$ cat config.mk
export PLATFORM = sky130hd
export DESIGN_NAME = restoring_divider_10by5
export DESIGN_NICKNAME = d
export VERILOG_FILES = /design/src/rtl/restoring_divider_10by5_pkg.sv /design/src/rtl/restoring_divider_10by5_divider_step.sv /design/src/rtl/restoring_divider_10by5.sv
export SDC_FILE = /design/constraint.sdc
export NUM_CORES = 1
export LEC_CHECK = 0
export BUFFER_PORTS_ARGS = -buffer_cell sky130_fd_sc_hd__buf_2
export CORE_MARGIN = 2
export CORE_UTILIZATION = 55
export DETAILED_ROUTE_END_ITERATION = 8
export HOLD_SLACK_MARGIN = 0.08
export PLACE_DENSITY = 0.86
export SLEW_MARGIN = 20
export SYNTH_ARGS = -nofsm -noshare
export SYNTH_HDL_FRONTEND = slang
export SYNTH_SLANG_ARGS = --single-unit
$ cat constraint.sdc
create_clock -name clock -period 3.6 [get_ports clock]
set_input_delay 0.36 -clock clock [delete_from_list [all_inputs] [get_ports clock]]
set_output_delay 0.36 -clock clock [all_outputs]
set_load 0.03 [all_outputs]
$ cat src/rtl/restoring_divider_10by5_pkg.sv
// Shared widths and FSM encoding for the 10-by-5 restoring divider.
package restoring_divider_10by5_pkg;
  localparam int DVD_W = 10;
  localparam int DSR_W = 5;
  localparam int MAG_W = 4;
  localparam int CNT_W = 4;
  localparam logic [CNT_W-1:0] LAST_CNT = CNT_W'(DVD_W - 1);

  typedef enum logic [1:0] {IDLE, LOAD, DIVIDE, SIGN} state_t;
endpackage

$ cat src/rtl/restoring_divider_10by5_divider_step.sv
// One restoring iteration: shift in the dividend msb, subtract M if it fits.
module divider_step
  import restoring_divider_10by5_pkg::*;
(
  input  logic [MAG_W-1:0] r,
  input  logic             d_msb,
  input  logic [MAG_W-1:0] m,
  output logic [DSR_W-1:0] r_next,
  output logic             q
);
  logic [DSR_W-1:0] t;
  logic [DSR_W-1:0] m_ext;

  // R < M always holds, so only R[3:0] feeds the shift
  assign t      = {r, d_msb};
  assign m_ext  = {1'b0, m};
  assign q      = (t >= m_ext);
  assign r_next = q ? (t - m_ext) : t;
endmodule

$ cat src/rtl/restoring_divider_10by5.sv
// Sequential truncating divider: 10-bit two's-complement by 5-bit sign-magnitude.
module restoring_divider_10by5
  import restoring_divider_10by5_pkg::*;
(
  input  logic             clock,
  input  logic             rst,
  input  logic             in_valid,
  input  logic [DVD_W-1:0] dividend_in,
  input  logic [DSR_W-1:0] divisor_in,
  output logic             busy,
  output logic             out_valid,
  output logic [DVD_W-1:0] quotient,
  output logic [DSR_W-1:0] remainder,
  output logic             div_by_zero,
  output logic             overflow
);
  state_t           state;
  logic [DVD_W-1:0] dvd_q;
  logic [DSR_W-1:0] dsr_q;
  logic [DVD_W-1:0] d_reg;
  logic [MAG_W-1:0] m_reg;
  logic [DSR_W-1:0] r_reg;
  logic [CNT_W-1:0] count;
  logic             qneg, rneg, dbz;

  logic [DVD_W-1:0] d_abs;
  logic [DSR_W-1:0] r_next;
  logic             q_bit;
  logic             ovf_case;

  // -512 maps onto 10'h200, which is exactly the unsigned magnitude we want
  assign d_abs    = dvd_q[DVD_W-1] ? (-dvd_q) : dvd_q;
  assign ovf_case = (dvd_q == {1'b1, {(DVD_W-1){1'b0}}}) && dsr_q[DSR_W-1] &&
                    (dsr_q[MAG_W-1:0] == MAG_W'(1));

  divider_step u_step (
    .r      (r_reg[MAG_W-1:0]),
    .d_msb  (d_reg[DVD_W-1]),
    .m      (m_reg),
    .r_next (r_next),
    .q      (q_bit)
  );

  always_ff @(posedge clock or negedge rst) begin
    if (!rst) begin
      state       <= IDLE;
      dvd_q       <= '0;
      dsr_q       <= '0;
      d_reg       <= '0;
      m_reg       <= '0;
      r_reg       <= '0;
      count       <= '0;
      qneg        <= 1'b0;
      rneg        <= 1'b0;
      dbz         <= 1'b0;
      busy        <= 1'b0;
      out_valid   <= 1'b0;
      quotient    <= '0;
      remainder   <= '0;
      div_by_zero <= 1'b0;
      overflow    <= 1'b0;
    end else begin
      out_valid <= 1'b0;
      case (state)
        IDLE: begin
          if (in_valid) begin
            dvd_q <= dividend_in;
            dsr_q <= divisor_in;
            busy  <= 1'b1;
            state <= LOAD;
          end
        end
        LOAD: begin
          d_reg <= d_abs;
          m_reg <= dsr_q[MAG_W-1:0];
          r_reg <= '0;
          count <= '0;
          qneg  <= dvd_q[DVD_W-1] ^ dsr_q[DSR_W-1];
          rneg  <= dvd_q[DVD_W-1];
          dbz   <= (dsr_q[MAG_W-1:0] == '0);
          state <= (dsr_q[MAG_W-1:0] == '0) ? SIGN : DIVIDE;
        end
        DIVIDE: begin
          r_reg <= r_next;
          d_reg <= {d_reg[DVD_W-2:0], q_bit};
          count <= count + CNT_W'(1);
          if (count == LAST_CNT) state <= SIGN;
        end
        SIGN: begin
          if (dbz) begin
            quotient    <= '0;
            remainder   <= '0;
            div_by_zero <= 1'b1;
            overflow    <= 1'b0;
          end else begin
            quotient    <= qneg ? (-d_reg) : d_reg;
            remainder   <= rneg ? (-r_reg) : r_reg;
            div_by_zero <= 1'b0;
            overflow    <= ovf_case;
          end
          out_valid <= 1'b1;
          busy      <= 1'b0;
          state     <= IDLE;
        end
        default: state <= IDLE;
      endcase
    end
  end
endmodule

# --- After elaboration in Yosys (flattened, before gate mapping) ---
# Cells that the tools add are included.
op_classes:
  add_sub_neg: 5
  order_cmp: 1
  n_eq_ne: 8
  n_mux: 18
  bitwise: 1
  n_reduce_logical: 9
ops:
  columns: ["operator", "count"]
  rows:
  - ["10-bit two-way mux", 3]
  - ["10-bit negation", 2]
  - ["10-bit one-hot mux with 2 select lines", 1]
  - ["5-bit two-way mux", 3]
  - ["10-bit == test, second input constant", 1]
  - ["5-bit one-hot mux with 2 select lines", 1]
  - ["2-bit one-hot mux with 4 select lines", 1]
  - ["4-bit one-hot mux with 2 select lines", 1]
  - ["2-bit AND reduction", 3]
  - ["5-bit by 4-bit >= comparator with 1-bit output", 1]
  - ["1-bit two-way mux", 5]
  - ["5-bit negation", 1]
  - ["5-bit by 4-bit subtractor with 5-bit output", 1]
  - ["4-bit by 1-bit adder with 4-bit output, second input constant", 1]
  - ["2-bit == test, second input constant", 2]
  - ["4-bit by 1-bit == test with 1-bit output, second input constant", 1]
  - ["4-bit == test, second input constant", 1]
  - ["4-bit logical NOT", 1]
  - ["2-bit two-way mux", 2]
  - ["2-bit != test, second input constant", 2]
  - ["2-bit nonzero test", 2]
  - ["2-bit by 1-bit == test with 1-bit output, second input constant", 1]
  - ["1-bit logical AND", 2]
  - ["2-bit logical NOT", 1]
  - ["2 further kinds", 2]
word_totals:
  regBits: 62
  output_inout_bits: 19
  elab_cells: 58

# --- Longest topological paths before layout ---
logic_depth:
  ltp_word: 4
  mapped_depth: 8
  mapped_depth_nobuf: 8

# --- Hierarchy ---
# From an unflattened synthesis, not the netlist that was laid out.
hier_totals:
  hier_cells: 319
  area_unflattened_um2: 3274.4
modules_own_cells:
  columns: ["module", "n_inst", "cells_each", "area_each_um2"]
  rows:
  - ["restoring_divider_10by5", 1, 284, 3026.7]
  - ["divider_step", 1, 35, 247.7]

# --- Worst setup path before layout ---
# OpenSTA, ideal clock, no wires.
synth_path:
  path_kind: "reg-to-reg"
  startpoint: "reg r_reg[0]"
  endpoint: "reg r_reg[4]"
  setup_time_ns: 0.120
  arrival_ns: 1.659
  t_required_ns: 3.480
  path_slack_ns: 1.821
  stages_incl_launch_ff: 6
  path_buffers: 0
  period_less_slack_ns: 1.779
  cell_sequence: "dfrtp_1 -> ha_1 -> nor2b_1 -> o31a_1 -> or2_2 -> a41o_1"
synth_between:
  elab_chain_cells: 3
  word_cells_on_any_way: 4
synth_rtl:
  columns: ["element", "line_no", "text"]
  rows:
  - ["from (decl)", "restoring_divider_10by5.sv:22", "logic [DSR_W-1:0] r_reg;"]
  - ["from (signal assigned)", "restoring_divider_10by5.sv:84", "r_reg <= r_next;"]
  - ["5-bit by 4-bit subtractor with 5-bit output / 5-bit by 4-bit >= comparator with 1-bit output (equally long branches)", "restoring_divider_10by5_divider_step.sv:18, restoring_divider_10by5_divider_step.sv:17", null]
  - ["5-bit two-way mux *", "restoring_divider_10by5_divider_step.sv:18", "assign r_next = q ? (t - m_ext) : t;"]
  - ["5-bit one-hot mux with 2 select lines *", "restoring_divider_10by5.sv:64", "case (state)"]
# Every way passes the cells marked *; elsewhere a longest branch is shown, timed or not.
# A chain may end at the register's enable or synchronous reset.

# --- Worst setup path after layout ---
layout_path:
  startpoint: "reg state[0]"
  endpoint: "reg d_reg[5]"
layout_between:
  elab_chain_cells: 2
  word_cells_on_any_way: 4
layout_rtl:
  columns: ["element", "line_no", "text"]
  rows:
  - ["from (decl)", "restoring_divider_10by5.sv:17", "state_t state;"]
  - ["from (signal assigned)", "restoring_divider_10by5.sv:81", "state <= (dsr_q[MAG_W-1:0] == '0) ? SIGN : DIVIDE;"]
  - ["2-bit == test / 2-bit by 1-bit == test with 1-bit output (equally long branches)", "restoring_divider_10by5.sv:64", null]
  - ["10-bit one-hot mux with 2 select lines / 2-bit nonzero test (equally long branches)", null, null]
  - ["to (signal assigned)", "restoring_divider_10by5.sv:74", "d_reg <= d_abs;"]
  - ["to (signal assigned)", "restoring_divider_10by5.sv:85", "d_reg <= {d_reg[DVD_W-2:0], q_bit};"]
  - ["to (decl)", "restoring_divider_10by5.sv:20", "logic [DVD_W-1:0] d_reg;"]
# Parallel ways exist; a longest one is shown, timed or not.

==> flow_summary.toml <==
[setup_path]
crit_arrival_ns = 2.45
crit_chain = "inv_1 > ha_1 > buf_4 > nor2b_1 > a31oi_1 > o211ai_1"
required_ns = 3.80
worst_r2r_path_depth = 6
slowest_delay_ns = 0.98
crit_fanout = 36
endpoint_kind = "flop"
start_kind = "flop"
crit_type = "flop to flop"
crit_path_top_delay_cell = "ha_1"

[floorplan]
die_area_um2 = 6558
rows = 28
start_util = 0.5605
die_w_um = 80.98
core_area_um2 = 5816
die_h_um = 80.98
io_pins = 37

[grt]
track_usage = 0.2282
grt_pass1_vias = 2361
overflow = 0
antenna_found_initial = 0
grt_pass1_wl_mm = 11.25
grt_max_degree = 47

[timing]
period_share = 0.6246
hold_viol_final = 0
timing.hold.ws_ns = 0.2538
slew_headroom = 0.3129
tns_ns = 0
rsz0062_at_grt = "no"
finalClockSkew_ns = 0.009747
min_period_ns = 2.249
slew_viol_final = 0
setup_ws_ns = 1.351
tightest_slew_ns = 1.031
max_freq_mhz = 444.7
final-setup-viol-count = 0

[placement]
pre_cts_ws_ns = 1.398
place_hpwl_mm = 4.709
port_buffers = 36
place_congestion = 0.8412
placed_area_um2 = 3487

[clock_tree]
clkTransAtPathRegs_ns = 0.06
clock-sinks = 62
clk-insertion-delay-late_ns = 0.34
cts_setup_buffers = 0
cts_made_buffers = 9
cts.repair.resized = 0
cts_tree = "built"
clockRootBuffer = "clkbuf_8"
htreeDepth = 3
cts_max_path_buffers = 2
holdBufCountCts = 0

[route]
routed_wl_mm = 6.668
drcViolationCount = 0
initialDrtViolationCount = 216
ant_nets = 0
vias = 2459
detail_route.wl_per_cell_um = 15.62
vias_per_cell = 5.759
first_pass_iters = 5

[synth]
ys_seq_area_frac = 0.4760
synth.avg_cell_area_um2 = 10.38
ys_warn_count = 0
synth_top_family_by_area = "compound AO/OA/AOI/OAI gates"
synth_top_area_share = 0.4760
syn-num-nets = 346
synth_area_leader_cell = "dfrtp_1"
synthesis.area_um2 = 3259
synth_simple_gate_area_share = 0.1324
synth_edf_count = 0
synth_flop_cell = "dfrtp_1"
synth_cell_types = 45
yosysMostFrequentCell = "dfrtp_1"
synthMuxAreaShare = 0.07447
synth-seq-cells = 62
synth_area_leaders = "dfrtp_1 (48%), mux2_2 (6.2%), ha_1 (5.0%)"
async_flop_share = 1.000
syn_inst = 314
synthTopCellsByCount = "dfrtp_1 (62), nand2_1 (28), inv_1 (24)"
synth_compound_area_frac = 0.1689
synth-adder-area-share = 0.05605
synth_xor_area_frac = 0.04568

[power_and_ir_drop]
p_leak_uw = 0.001672
power_frac_comb = 0.513
clock_power_share = 0.148
p_sw_frac = 0.4438
peakVddDrop_mv = 0.5791
pwr-share-seq = 0.339
p_int_uw = 2168
switching_power_uw = 1730
p_per_area_nw_per_um2 = 1058

[worst_hold_path]
hold_path.class = "input pin to flop"
hold_path_depth = 2

[outcome]
outcome = "complete, no violations"

[layout]
area_delta_synth_final_pct = 13.09
nFillCells = 483
post-route-util = 0.6338
num_antenna_cells = 0
layout.nets = 380
drive_gt1_frac = 0.2074
final_cell_area_um2 = 3686

[flow_run]
max_cap_viol_count = 0
-- logic make-up (layout without fill, tap and decap cells) --
kind of cell / Yosys count / in the layout
compound gates: 77 / 77
xor+xnor: 17 / 17
fa+ha+maj: 14 / 14
buf+inv: 40 / 78
flops: 62 / 62
mux: 22 / 22
simple gates: 82 / 82
-- per-stage QoR --
stage	std cells	total power, uW
3_5_place_dp	411	3323
5_1_grt	427	4213
6_report	427	3898
4_1_cts	426	3910
2_1_floorplan	314	2846
3_3_place_gp	411	3210
-- placed cells by master, fill, tap and decap left out, types with 4 or more instances in the layout --
cell type  instances
dfrtp_1           62
buf_2             35
nand2_1           28
inv_1             24
o21ai_0           22
mux2_2            18
ha_1              13
clkbuf_8          13
nor2_1            11
xnor2_1           11
o31ai_1           10
nor2b_1            9
o2bb2ai_1          8
xor2_1             6
nand3_1            6
a21oi_1            6
nand2b_1           5
a31oi_1            5
or3_1              4
nand4b_1           4
o211ai_1           4
o221ai_1           4
mux2i_1            4
-- per-layer routing --
metal	track usage	part of all wire
met1	0.3003	0.45
met2	0.3603	0.48
met3	0.04222	0.042
met4	0.1186	0.024
met5	0	0
-- worst paths after layout --
check | from | endpoint | slack [ns]
max in group asynchronous | rst | r_reg[1]$_DFFE_PN0P_ | 2.35
min in group asynchronous | rst | remainder[3]$_DFFE_PN0P_ | 0.56
max | state[0]$_DFFE_PN0P_ | d_reg[5]$_DFFE_PN0P_ | 1.35
min reg2reg | remainder[3]$_DFFE_PN0P_ | remainder[3]$_DFFE_PN0P_ | 0.48
max reg2reg | state[0]$_DFFE_PN0P_ | d_reg[5]$_DFFE_PN0P_ | 1.35
min | divisor_in[4] | dsr_q[4]$_DFFE_PN0P_ | 0.25
-- critical path, delay by kind of cell, from the launching register on --
kind | cells | cell delay, ns
fa+ha+maj | 1 | 0.98
simple gates | 1 | 0.06
buf+inv | 2 | 0.42
flops | 1 | 0.39
compound gates | 2 | 0.25
-- power groups by stage --
stage	sequential, uW	combinational (uW)	clock [uW]
2_1_floorplan	1390	1450	0
3_3_place_gp	1300	1910	0
3_5_place_dp	1330	2000	0
4_1_cts	1320	2010	586
5_1_grt	1370	2220	620
6_report	1320	2000	578
-- layout make-up --
cell class | count | area (um^2) | area share
Multi-Input combinational cell | 212 | 1556 | 0.4223
Sequential cell | 62 | 1551 | 0.4209
Timing Repair Buffer | 39 | 207.7 | 0.05635
Clock buffer | 15 | 186.4 | 0.05058
Tap cell | 75 | 93.84 | 0.02546
Inverter | 24 | 90.09 | 0.02444
Power figures use the tool's default switching activity.
